**src/rtl/dmux_4_way_16_buffered.sv**
```systemverilog
// Registered 4-way demultiplexer: one input word per cycle is steered by `select`
// into one of four single-entry holding registers, each with its own valid/ready handshake.
module dmux_4_way_16_buffered #(
  parameter int WIDTH = 16
) (
  input  logic             clk,
  input  logic             reset_n,
  input  logic [WIDTH-1:0] in,
  input  logic             in_valid,
  output logic             in_ready,
  input  logic [1:0]       select,
  output logic [WIDTH-1:0] a,
  output logic [WIDTH-1:0] b,
  output logic [WIDTH-1:0] c,
  output logic [WIDTH-1:0] d,
  output logic             a_valid,
  output logic             b_valid,
  output logic             c_valid,
  output logic             d_valid,
  input  logic             a_ready,
  input  logic             b_ready,
  input  logic             c_ready,
  input  logic             d_ready
);

  typedef enum logic {
    EMPTY = 1'b0,
    FULL  = 1'b1
  } chan_state_e;

  localparam int NUM_CH = 4;

  chan_state_e      state_q [NUM_CH];
  chan_state_e      state_d [NUM_CH];
  logic [WIDTH-1:0] data_q  [NUM_CH];
  logic [WIDTH-1:0] data_d  [NUM_CH];

  logic [NUM_CH-1:0] ch_ready;
  logic [NUM_CH-1:0] ch_valid;
  logic [NUM_CH-1:0] load;
  logic [NUM_CH-1:0] drain;
  logic              accept;

  always_comb begin
    ch_ready = {d_ready, c_ready, b_ready, a_ready};
    for (int i = 0; i < NUM_CH; i++) begin
      ch_valid[i] = (state_q[i] == FULL);
    end
  end

  // Only the addressed channel can stall the input; a full channel may still
  // take a new word in the same cycle its consumer drains the old one.
  always_comb begin
    in_ready = !ch_valid[select] || ch_ready[select];
    accept   = in_valid && in_ready;
  end

  always_comb begin
    for (int i = 0; i < NUM_CH; i++) begin
      load[i]  = accept && (select == 2'(i));
      drain[i] = ch_valid[i] && ch_ready[i];
    end
  end

  // NOTE: every output of this block gets its default before the case, so no
  // path leaves a variable unassigned and no latch is inferred.
  always_comb begin
    for (int i = 0; i < NUM_CH; i++) begin
      state_d[i] = state_q[i];
      data_d[i]  = data_q[i];
      case (state_q[i])
        EMPTY: begin
          if (load[i]) begin
            state_d[i] = FULL;
            data_d[i]  = in;
          end
        end
        FULL: begin
          if (load[i]) begin
            data_d[i] = in;
          end else if (drain[i]) begin
            state_d[i] = EMPTY;
          end
        end
        default: state_d[i] = EMPTY;
      endcase
    end
  end

  // NOTE: the holding registers are cleared on reset, not just the valid flags,
  // so the data outputs read as zero straight out of reset.
  // NOTE: sequential state is updated with non-blocking assignments only, so
  // every flop samples pre-edge values regardless of process ordering.
  always_ff @(posedge clk or negedge reset_n) begin
    if (!reset_n) begin
      for (int i = 0; i < NUM_CH; i++) begin
        state_q[i] <= EMPTY;
        data_q[i]  <= '0;
      end
    end else begin
      for (int i = 0; i < NUM_CH; i++) begin
        state_q[i] <= state_d[i];
        data_q[i]  <= data_d[i];
      end
    end
  end

  assign a       = data_q[0];
  assign b       = data_q[1];
  assign c       = data_q[2];
  assign d       = data_q[3];
  assign a_valid = ch_valid[0];
  assign b_valid = ch_valid[1];
  assign c_valid = ch_valid[2];
  assign d_valid = ch_valid[3];

endmodule

```
**config.mk**
```make
export PLATFORM = sky130hd
export DESIGN_NAME = dmux_4_way_16_buffered
export DESIGN_NICKNAME = d
export VERILOG_FILES = /design/src/rtl/dmux_4_way_16_buffered.sv
export SDC_FILE = /design/constraint.sdc
export NUM_CORES = 1
export LEC_CHECK = 0
export ABC_AREA = 1
export BUFFER_PORTS_ARGS = -buffer_cell sky130_fd_sc_hd__buf_2
export CORE_MARGIN = 2
export CORE_UTILIZATION = 51
export CTS_CLUSTER_SIZE = 30
export DETAILED_ROUTE_END_ITERATION = 8
export GPL_TIMING_DRIVEN = 0
export HOLD_SLACK_MARGIN = 0.1
export PLACE_DENSITY = 0.8
export SYNTH_ARGS = -nofsm -noshare
export SYNTH_HDL_FRONTEND = slang
export SYNTH_SLANG_ARGS = --single-unit
```
**constraint.sdc**
```tcl
create_clock -name clk -period 1.66 [get_ports clk]
set_clock_uncertainty 0.15 [all_clocks]
set_input_delay 0.083 -clock clk [delete_from_list [all_inputs] [get_ports clk]]
set_output_delay 0.083 -clock clk [all_outputs]
set_load 0.03 [all_outputs]
```
==> impl_metrics.csv, run 1 <==
group,metric,value,unit
status,status,"complete, but fails checks",
status,violations,"negative setup slack",
yosys,synth_top_area_share,56.90,%
yosys,netlist_instances,321,
grt,grt_pass1_vias,2767,
route,wl_met2,4.578,mm
placed_design,dp_cells,483,
flow_run,maxCapViolations,0,
placed_design,dp_slack,0.08458,ns
finish,area_delta_synth_final,39.37,%
placed_design,portBuffers,90,
worst_setup_path,cp.arrival,1.78,ns
timing,final_max_slew_viol_count,0,
route,postRouteAntennaNets,0,
finish,final_area,0.004168,mm^2
clocking,cts_root_buf,"clkbuf_8",
worst_setup_path,crit_fanout,5,
die,dieArea,0.006492,mm^2
finish,n_antenna_cell,0,
placed_design,dpl-instance-area,0.003533,mm^2
timing,fin_setup_tns,-0.3540,ns
finish,layout.cells.non_filler,532,
grt,grtUsageTotal,28.17,%
finish,multi_input_comb_area,0.001095,mm^2
min_path,holdPathEnd,"b[2]",
clocking,clk_pin_slew,0.07,ns
clocking,clock_latency,0.35,ns
worst_setup_path,crit_required,1.75,ns
worst_setup_path,end_kind,"flip-flop",
route,viasPerCell,5.816,
timing,max_freq,589.7,MHz
worst_setup_path,rr_endpoint,"a[7]",
timing,min_period,1.696,ns
yosys,synth_most_common_cell,"nand2_1",
die,rows,27,
pwr,cellPowerDensity,1276,mW/mm^2
worst_setup_path,rrSetupSlack,-0.04,ns
yosys,ys_ff_latch,68,
yosys,synthFlopType,"dfrtp_1",
route,firstDrtPassIters,5,
grt,grt_max_degree,69,
yosys,synth_top_area_cell,"dfrtp_1",
timing,finalCritPeriodShare,102.2,%
yosys,avgSynthCellArea,9.316,um^2
grt,gr-total-overflow,0,
yosys,synth_common_cells,"nand2_1, dfrtp_1, nand4_1, buf_2, buf_6",
finish,fin_util,74.77,%
finish,nNetsFinal,481,
clocking,cts_tree,"built",
clocking,clock_tree.buffer_depth,2,
timing,layout_setup_ws,-0.03585,ns
route,wirelength,9.418,mm
die,die_y,80.58,um
route,wire_per_inst,17.70,um
die,io_pins,94,
yosys,async_flop_share,100.0,%
route,dr_wl_met3,918,um
clocking,numCtsBuffers,9,
finish,drive_gt1_share,30.87,%
worst_setup_path,r2r-start,"c_valid",
yosys,synth_area_leaders,"dfrtp_1, nand2_1, nand4_1",
worst_setup_path,r2r.worst_path.cells,10,
die,design.core.area,0.005574,mm^2
min_path,hp-class,"primary input to flip-flop",
yosys,syn_area,0.002990,mm^2
timing,max_slew_margin,43.85,%
yosys,synth_warnings,0,
timing,setup-violations-final,25,
min_path,whs_path_depth,4,
pwr,leakage,2.289,nW
finish,register_area,0.001702,mm^2
yosys,synth_edf_count,0,
route,drc,0,
yosys,ys_types,19,
die,initial_core_util,53.65,%
route,vias,3094,
placed_design,gp_congestion,0.8242,
worst_setup_path,worstSetupPathType,"flip-flop to flip-flop",
grt,grt_pass1_wl,13.45,mm
worst_setup_path,start_kind,"flip-flop",
route,drt_iter0_drc,316,
route,met1_length,3.612,mm
grt,antenna_found_initial,0,
timing,hold_viol_final,0,
placed_design,hpwlAfterDp,5.636,mm
finish,fill_cells,382,
die,fp.dieW,80.58,um
timing,tightest_slew,0.8422,ns
yosys,ys_seq_area_share,56.90,%
route,top_layer,"met4",
yosys,synth_nets,346,
min_path,hp-start,"in_valid",
pwr,ir_drop,845.8,uV
clocking,cts.sinks,68,
clocking,ctsHtreeMaxLevel,3,
layer usage:
metal	vias up	track usage (%)
met2	196	45.42
met5	-	0
met4	0	10.34
met1	1509	35.99
li1	1350	-
met3	39	8.315
power breakdown:
part | switching [mW] | total (mW) | leakage (nW) | internal, mW
combinational | 1.22 | 1.73 | 1.33 | 0.515
sequential | 0.193 | 2.17 | 0.852 | 1.98
clock | 0.603 | 1.41 | 0.103 | 0.811
total | 2.02 | 5.32 | 2.29 | 3.30
placed cells by master, fill, tap and decap left out:
cell type,netlist,final
inv_2,2,2
clkinv_1,1,1
clkbuf_1,5,7
nand3_1,3,3
nor2_4,0,1
buf_8,1,3
o21ai_1,1,1
nor2_8,1,1
nand3_4,4,4
buf_12,0,3
buf_4,5,8
nand2_4,1,1
clkbuf_8,0,12
clkbuf_16,0,2
buf_6,6,7
inv_1,4,4
buf_2,7,93
dlygate4sd3_1,0,27
buf_1,1,1
o21ai_0,3,3
nand4_1,64,64
bufinv_16,0,1
dfrtp_1,68,68
nand2_2,0,2
nand2_1,141,139
nor2_2,3,2
cell type report:
type / count / share of cell area (%)
clock buffer: 14 / 4.143
buffer: 23 / 4.683
multi-input combinational: 221 / 26.27
clock inverter: 1 / 0.7205
timing repair buffer: 126 / 20.56
tap: 72 / 2.162
inverter: 7 / 0.6304
sequential: 68 / 40.83
how the worst max path moves through the flow:
stage                        from  endpoint  slack (ns)
after floorplan           d_valid      b[0]        0.07
after global placement    reset_n      a[9]        0.09
after detailed placement  c_valid      c[8]        0.08
after CTS                 d_valid  in_ready       0.007
after global routing      d_valid      a[4]       -0.12
final                     c_valid      a[7]       -0.04
critical path: stages, from the launching register on:
cell	delay [ns]
dfrtp_1	0.40
nand2_1	0.09
nand2_1	0.06
nand2_1	0.10
nand2_2	0.09
nand2_4	0.09
buf_12	0.14
nand3_4	0.13
clkbuf_16	0.21
nand2_1	0.06
nand2_1	0.05
registers in the layout, indices dropped and copies added (netlist names):
signal and count:
b_valid 1, a_valid 1, d_valid 1, a 16, d 16, c_valid 1
b 16, c 16
per-stage QoR:
step,power [mW],hold WS [ns]
after floorplan,3.246,-0.3626
after global placement,3.754,0.1245
after detailed placement,3.795,0.08832
after CTS,5.243,0.1591
after global routing,5.559,0.1966
final,5.320,0.1835
logic make-up after synthesis:
kind of cell,after synthesis,synth area share (%)
flops,68,56.90
simple gates,217,35.61
compound gates,4,0.6691
buf+inv,32,6.820
what timing repair did:
item / 4_1_cts / 5_1_grt
resized for setup: 2 / 13
setup endpoints to repair: 1 / 42
hold buffers: 27 / 0
buffers inserted: 1 / 6
cloned: 0 / 2
endpoints found under the hold margin: 136 / 0
pin swaps: 1 / 3
Power figures use the tool's default switching activity.
==> run 2: changes to the inputs <==
ABC_AREA = not set   (was 1)
CORE_UTILIZATION = 49   (was 51)
PLACE_DENSITY = 0.79   (was 0.8)
==> run 2 against run 1 <==
Net effect: the run now ends clean; non-clock buffer count shrank 16; cell count shrank 31%; register-to-register slack gained 0.12 ns; total power shrank 5.6%; flip-flop and latch count is the same; largest power group unchanged; maximum frequency grew 2.5%; synthesized cell count shrank 51%; critical path depth shrank 7; final area shrank 9.7%.
==> impl_metrics.csv, run 2 <==
group,metric,value,unit
timing,max_slew_margin,43.04,%
grt,grt_pass1_vias,1881,
pwr,leakage,1.834,nW
timing,min_period,1.655,ns
die,rows,26,
yosys,synth_edf_count,0,
finish,final_area,0.003765,mm^2
pwr,ir_drop,911.3,uV
timing,tightest_slew,0.8544,ns
yosys,synthFlopType,"dfrtp_1",
worst_setup_path,cp.arrival,1.42,ns
finish,area_delta_synth_final,40.02,%
clocking,numCtsBuffers,9,
route,wire_per_inst,16.13,um
route,viasPerCell,4.837,
pwr,switching_share,36.35,%
route,postRouteAntennaNets,0,
yosys,async_flop_share,100.0,%
clocking,cts.sinks,68,
die,io_pins,94,
worst_setup_path,crit_fanout,3,
yosys,netlist_instances,156,
finish,fill_cells,359,
worst_setup_path,max_stage_delay,0.47,ns
worst_setup_path,start_kind,"flip-flop",
worst_setup_path,path_depth,3,
finish,layout.cells.non_filler,368,
die,die_y,78.08,um
worst_setup_path,end_kind,"output port",
timing,layout_setup_ws,0.004950,ns
worst_setup_path,cp_top_family,"multiplexers",
route,drt_iter0_drc,66,
grt,grt_max_degree,69,
yosys,synth_common_cells,"dfrtp_1, mux2_2, mux2_4, nand2_1, nand2b_1",
grt,gr-total-overflow,0,
placed_design,portBuffers,92,
timing,setup-violations-final,0,
placed_design,gp_congestion,0.7621,
placed_design,hpwlAfterDp,3.646,mm
clocking,clk_pin_slew,0.07,ns
die,dieArea,0.006096,mm^2
pwr,cellPowerDensity,1333,mW/mm^2
pwr,combinationalPowerShare,33.0,%
flow_run,maxCapViolations,0,
worst_setup_path,r2r.worst_path.cells,4,
pwr,seqPwrFrac,43.1,%
finish,mostFrequentLayoutCells,"buf_2, dfrtp_1, mux2_2",
route,drc,0,
status,status,"finished clean",
timing,final_max_slew_viol_count,0,
timing,hold_viol_final,0,
yosys,synth_area_leaders,"dfrtp_1, mux2_2, mux2_4",
yosys,ys_seq_area_share,63.29,%
grt,grt_pass1_wl,9.577,mm
finish,n_antenna_cell,0,
die,design.core.area,0.005205,mm^2
yosys,ys_types,17,
yosys,synth_top_area_cell,"dfrtp_1",
worst_setup_path,worstSetupPathType,"flip-flop to output port",
finish,nNetsFinal,318,
pwr,power.switching,1.825,mW
route,wirelength,5.934,mm
worst_setup_path,critPathBufInv,1,
finish,fin_util,72.33,%
yosys,synth_warnings,0,
die,fp.dieW,78.08,um
pwr,total_power,5.020,mW
grt,antenna_found_initial,0,
timing,rsz0062_at_grt,"yes",
placed_design,dp_slack,-0.1402,ns
route,firstDrtPassIters,4,
worst_setup_path,path_cells,"nand2b_1, mux4_2, buf_6",
pwr,p_clk_share,24.0,%
die,initial_core_util,51.66,%
clocking,ctsHtreeMaxLevel,3,
yosys,synth_most_common_cell,"dfrtp_1",
placed_design,dp_cells,318,
min_path,hp-class,"primary input to flip-flop",
worst_setup_path,crit_required,1.43,ns
yosys,syn_area,0.002689,mm^2
worst_setup_path,slowest_stage,"mux4_2",
yosys,synth_nets,181,
clocking,cts_tree,"built",
timing,max_freq,604.2,MHz
route,vias,1780,
finish,layout.cells.most_common,"buf_2",
yosys,synth_top_area_share,63.29,%
min_path,whs_path_depth,3,
clocking,clock_latency,0.33,ns
clocking,clock_tree.buffer_depth,2,
timing,finalCritPeriodShare,99.70,%
clocking,cts_root_buf,"clkbuf_8",
yosys,ys_ff_latch,68,
yosys,avgSynthCellArea,17.24,um^2
finish,drive_gt1_share,65.10,%
grt,grtUsageTotal,21.13,%
placed_design,dpl-instance-area,0.003241,mm^2
pwr,p_int,3.195,mW
-- run 2: cell families (layout without fill, tap and decap cells) --
group | Yosys count | in the layout | share of synthesized area (%)
AO/OA/AOI/OAI | 1 | 1 | 0.1860
buffers and inverters | 7 | 149 | 2.559
flip-flops | 68 | 68 | 63.29
multiplexers | 65 | 65 | 29.46
AND/OR/NAND/NOR | 15 | 15 | 4.513
-- run 2: area by class of cell --
class	count	area [um^2]	area share (%)
Timing Repair Buffer	127	808.3	21.47
Buffer	6	66.31	1.761
Tap cell	70	87.58	2.326
Sequential cell	68	1703	45.23
Clock buffer	10	137.6	3.656
Clock inverter	6	40.04	1.063
Multi-Input combinational cell	81	922.1	24.49
-- run 2: layer usage --
layer | share of wire (%) | vias to the layer above | GRT usage, %
met5 | 0 | - | 0
li1 | - | 817 | -
met2 | 52 | 50 | 35.34
met4 | 1.6 | 0 | 8.246
met1 | 42 | 903 | 25.88
met3 | 3.8 | 10 | 6.322
-- run 2: power by group through the flow --
stage	clock [mW]	combinational (mW)	sequential, mW
finish	1.20	1.65	2.16
global route	1.32	1.73	2.21
CTS	1.24	1.65	2.16
detailed placement	0	1.60	2.19
global placement	0	1.57	2.18
floorplan	0	0.396	2.87
-- run 2: through the flow --
step                      setup TNS (ns)  hold slack [ns]
after global routing            -0.05237           0.2088
after floorplan                  -0.2037          -0.3626
after global placement            -1.277           0.2072
after CTS                      -0.005319           0.1682
final                                  0           0.1971
after detailed placement          -1.391          0.09431
-- run 2: worst paths after layout --
check | slack (ns) | to | startpoint
max | 0.005 | in_ready | c_valid
min | 0.20 | a[5] | select[1]
max reg2reg | 0.08 | b[2] | b_valid
min reg2reg | 0.35 | a[0] | a[0]
max in group asynchronous | 0.50 | b_valid | reset_n
min in group asynchronous | 0.21 | b[3] | reset_n
-- run 2: timing repair --
action,in CTS,in global routing
pin swaps,0,1
setup endpoints to repair,27,25
buffers inserted,3,5
hold buffers,27,0
gates resized for setup,6,4
hold endpoints to repair,136,0
-- run 2: tightest hold or removal path, cell delays in order --
cell	delay, ns
buf_2	0.17
nand3b_4	0.23
mux2_2	0.17
==> run 3: changes to the inputs <==
GPL_TIMING_DRIVEN = not set   (was 0)
clock period = 1.65 ns   (was 1.66 ns; I/O delays follow)
==> run 3 against run 2 <==
Net effect: sequential share of layout area about the same; first-iteration DRC count decreased by 30%; the run now ends with negative setup slack left; critical path type unchanged; flip-flop and latch count unchanged; via count increased by 0.79%; sequential power about the same; largest cell class unchanged; combinational power about the same; largest power group unchanged; worst setup slack got worse by 0.019 ns.
==> impl_metrics.csv, run 3 (same netlist as run 2, synthesis figures left out) <==
group,metric,value,unit
clocking,clock_latency,0.32,ns
worst_setup_path,rr_endpoint,"d[12]",
finish,final_area,0.003766,mm^2
finish,layout.cells.non_filler,362,
pwr,p_int,3.550,mW
route,postRouteAntennaNets,0,
route,drc,0,
die,dieArea,0.006096,mm^2
timing,layout_setup_ws,-0.01416,ns
worst_setup_path,cp.arrival,1.43,ns
finish,fill_cells,350,
finish,mostFrequentLayoutCells,"buf_2, dfrtp_1, mux2_2",
finish,fin_util,72.36,%
grt,grt_max_degree,37,
clocking,numCtsBuffers,9,
route,wire_per_inst,15.97,um
grt,grt_pass1_wl,9.591,mm
status,violations,"negative setup slack",
timing,hold_viol_final,0,
clocking,clk_pin_slew,0.07,ns
timing,finalCritPeriodShare,100.9,%
die,fp.dieW,78.08,um
pwr,total_power,5.346,mW
pwr,cellPowerDensity,1419,mW/mm^2
finish,nNetsFinal,313,
pwr,p_clk_share,28.3,%
route,wirelength,5.780,mm
pwr,power.switching,1.796,mW
timing,min_period,1.664,ns
clocking,cts.sinks,68,
clocking,cts_tree,"built",
worst_setup_path,r2r.worst_path.cells,5,
worst_setup_path,crit_required,1.42,ns
flow_run,maxCapViolations,0,
placed_design,dp_cells,318,
finish,drive_gt1_share,65.75,%
pwr,leakage,1.824,nW
die,io_pins,94,
timing,rsz0062_at_grt,"yes",
finish,layout.cells.most_common,"buf_2",
worst_setup_path,crit_fanout,2,
grt,grtUsageTotal,20.54,%
finish,area_delta_synth_final,40.07,%
route,viasPerCell,4.956,
timing,tightest_slew,0.4060,ns
die,rows,26,
worst_setup_path,crit_start,"d_valid",
finish,n_antenna_cell,0,
pwr,ir_drop,992.9,uV
worst_setup_path,end_kind,"output port",
grt,grt_pass1_vias,1901,
timing,max_slew_margin,72.93,%
worst_setup_path,r2r-start,"d_valid",
route,vias,1794,
grt,antenna_found_initial,0,
clocking,cts_root_buf,"clkbuf_8",
pwr,combinationalPowerShare,31.0,%
die,initial_core_util,51.66,%
worst_setup_path,crit_end,"in_ready",
placed_design,portBuffers,93,
pwr,switching_share,33.60,%
grt,gr-total-overflow,0,
placed_design,hpwlAfterDp,3.835,mm
die,die_y,78.08,um
timing,setup-violations-final,1,
placed_design,gp_congestion,0.7419,
worst_setup_path,worstSetupPathType,"flip-flop to output port",
worst_setup_path,rrSetupSlack,0.03,ns
route,firstDrtPassIters,4,
placed_design,dpl-instance-area,0.003234,mm^2
clocking,clock_tree.buffer_depth,2,
clocking,ctsHtreeMaxLevel,3,
timing,final_max_slew_viol_count,0,
timing,fin_setup_tns,-0.01416,ns
route,drt_iter0_drc,46,
pwr,seqPwrFrac,40.8,%
worst_setup_path,start_kind,"flip-flop",
timing,max_freq,600.9,MHz
die,design.core.area,0.005205,mm^2
status,status,"complete, but fails checks",
min_path,hp-class,"primary input to asynchronous set/reset pin",
## run 3: cell count changes in the layout (fill, tap and decap cells not counted), sizes merged
cell          change
clkinv            -4
buf               -3
bufinv            +2
clkbuf            +1
dlygate4sd3       -1
dlymetal6s4s      -1
## run 3: worst max-delay path, stage by stage (launching register included)
cell and delay [ns]:
dfrtp_1 0.35, nand2b_1 0.09, mux4_2 0.51, buf_6 0.16
## run 3: layer usage
metal	track usage (%)	vias up	routed length (um)
met4	9.123	0	124
met3	5.172	12	236
li1	-	816	-
met5	0	-	0
met1	25.37	908	2441
met2	34.31	58	2978
## run 3: final cells by class
cell class | instances | area, um^2 | share of cell area [%]
clock buffer | 11 | 151.4 | 4.020
multi-input combinational | 81 | 932.1 | 24.75
clock inverter | 4 | 72.57 | 1.927
tap | 70 | 87.58 | 2.326
timing repair buffer | 128 | 819.5 | 21.76
sequential | 68 | 1703 | 45.22
## run 3: per-stage QoR
stage / worst slack [ns] / hold slack, ns
2_1_floorplan: -0.03037 / -0.3631
3_3_place_gp: 0.1469 / -0.1224
3_5_place_dp: 0.1297 / -0.1202
4_1_cts: -0.03510 / 0.1538
5_1_grt: -0.06232 / 0.1095
6_report: -0.01416 / 0.06901
## run 3: power groups by stage
| stage | combinational, mW | clock, mW | sequential, mW |
|---|---|---|---|
| 3_5_place_dp | 1.61 | 0 | 2.20 |
| 3_3_place_gp | 1.58 | 0 | 2.20 |
| 6_report | 1.65 | 1.51 | 2.18 |
| 2_1_floorplan | 0.399 | 0 | 2.89 |
| 4_1_cts | 1.66 | 1.54 | 2.18 |
| 5_1_grt | 1.74 | 1.63 | 2.23 |
## run 3: how the worst min path moves through the flow
stage | from | to | cells past startpoint
3_5_place_dp | reset_n | a[3] | 1
5_1_grt | reset_n | b[3] | 2
4_1_cts | reset_n | c[14] | 3
6_report | reset_n | c[1] | 2
2_1_floorplan | reset_n | a[0] | 0
3_3_place_gp | reset_n | a[3] | 1
## run 3: what timing repair did
action / 4_1_cts / 5_1_grt
resized for setup: 4 / 4
hold buffers: 26 / 0
setup endpoints to repair: 1 / 32
buffers inserted: 1 / 3
endpoints found under the hold margin: 136 / 0
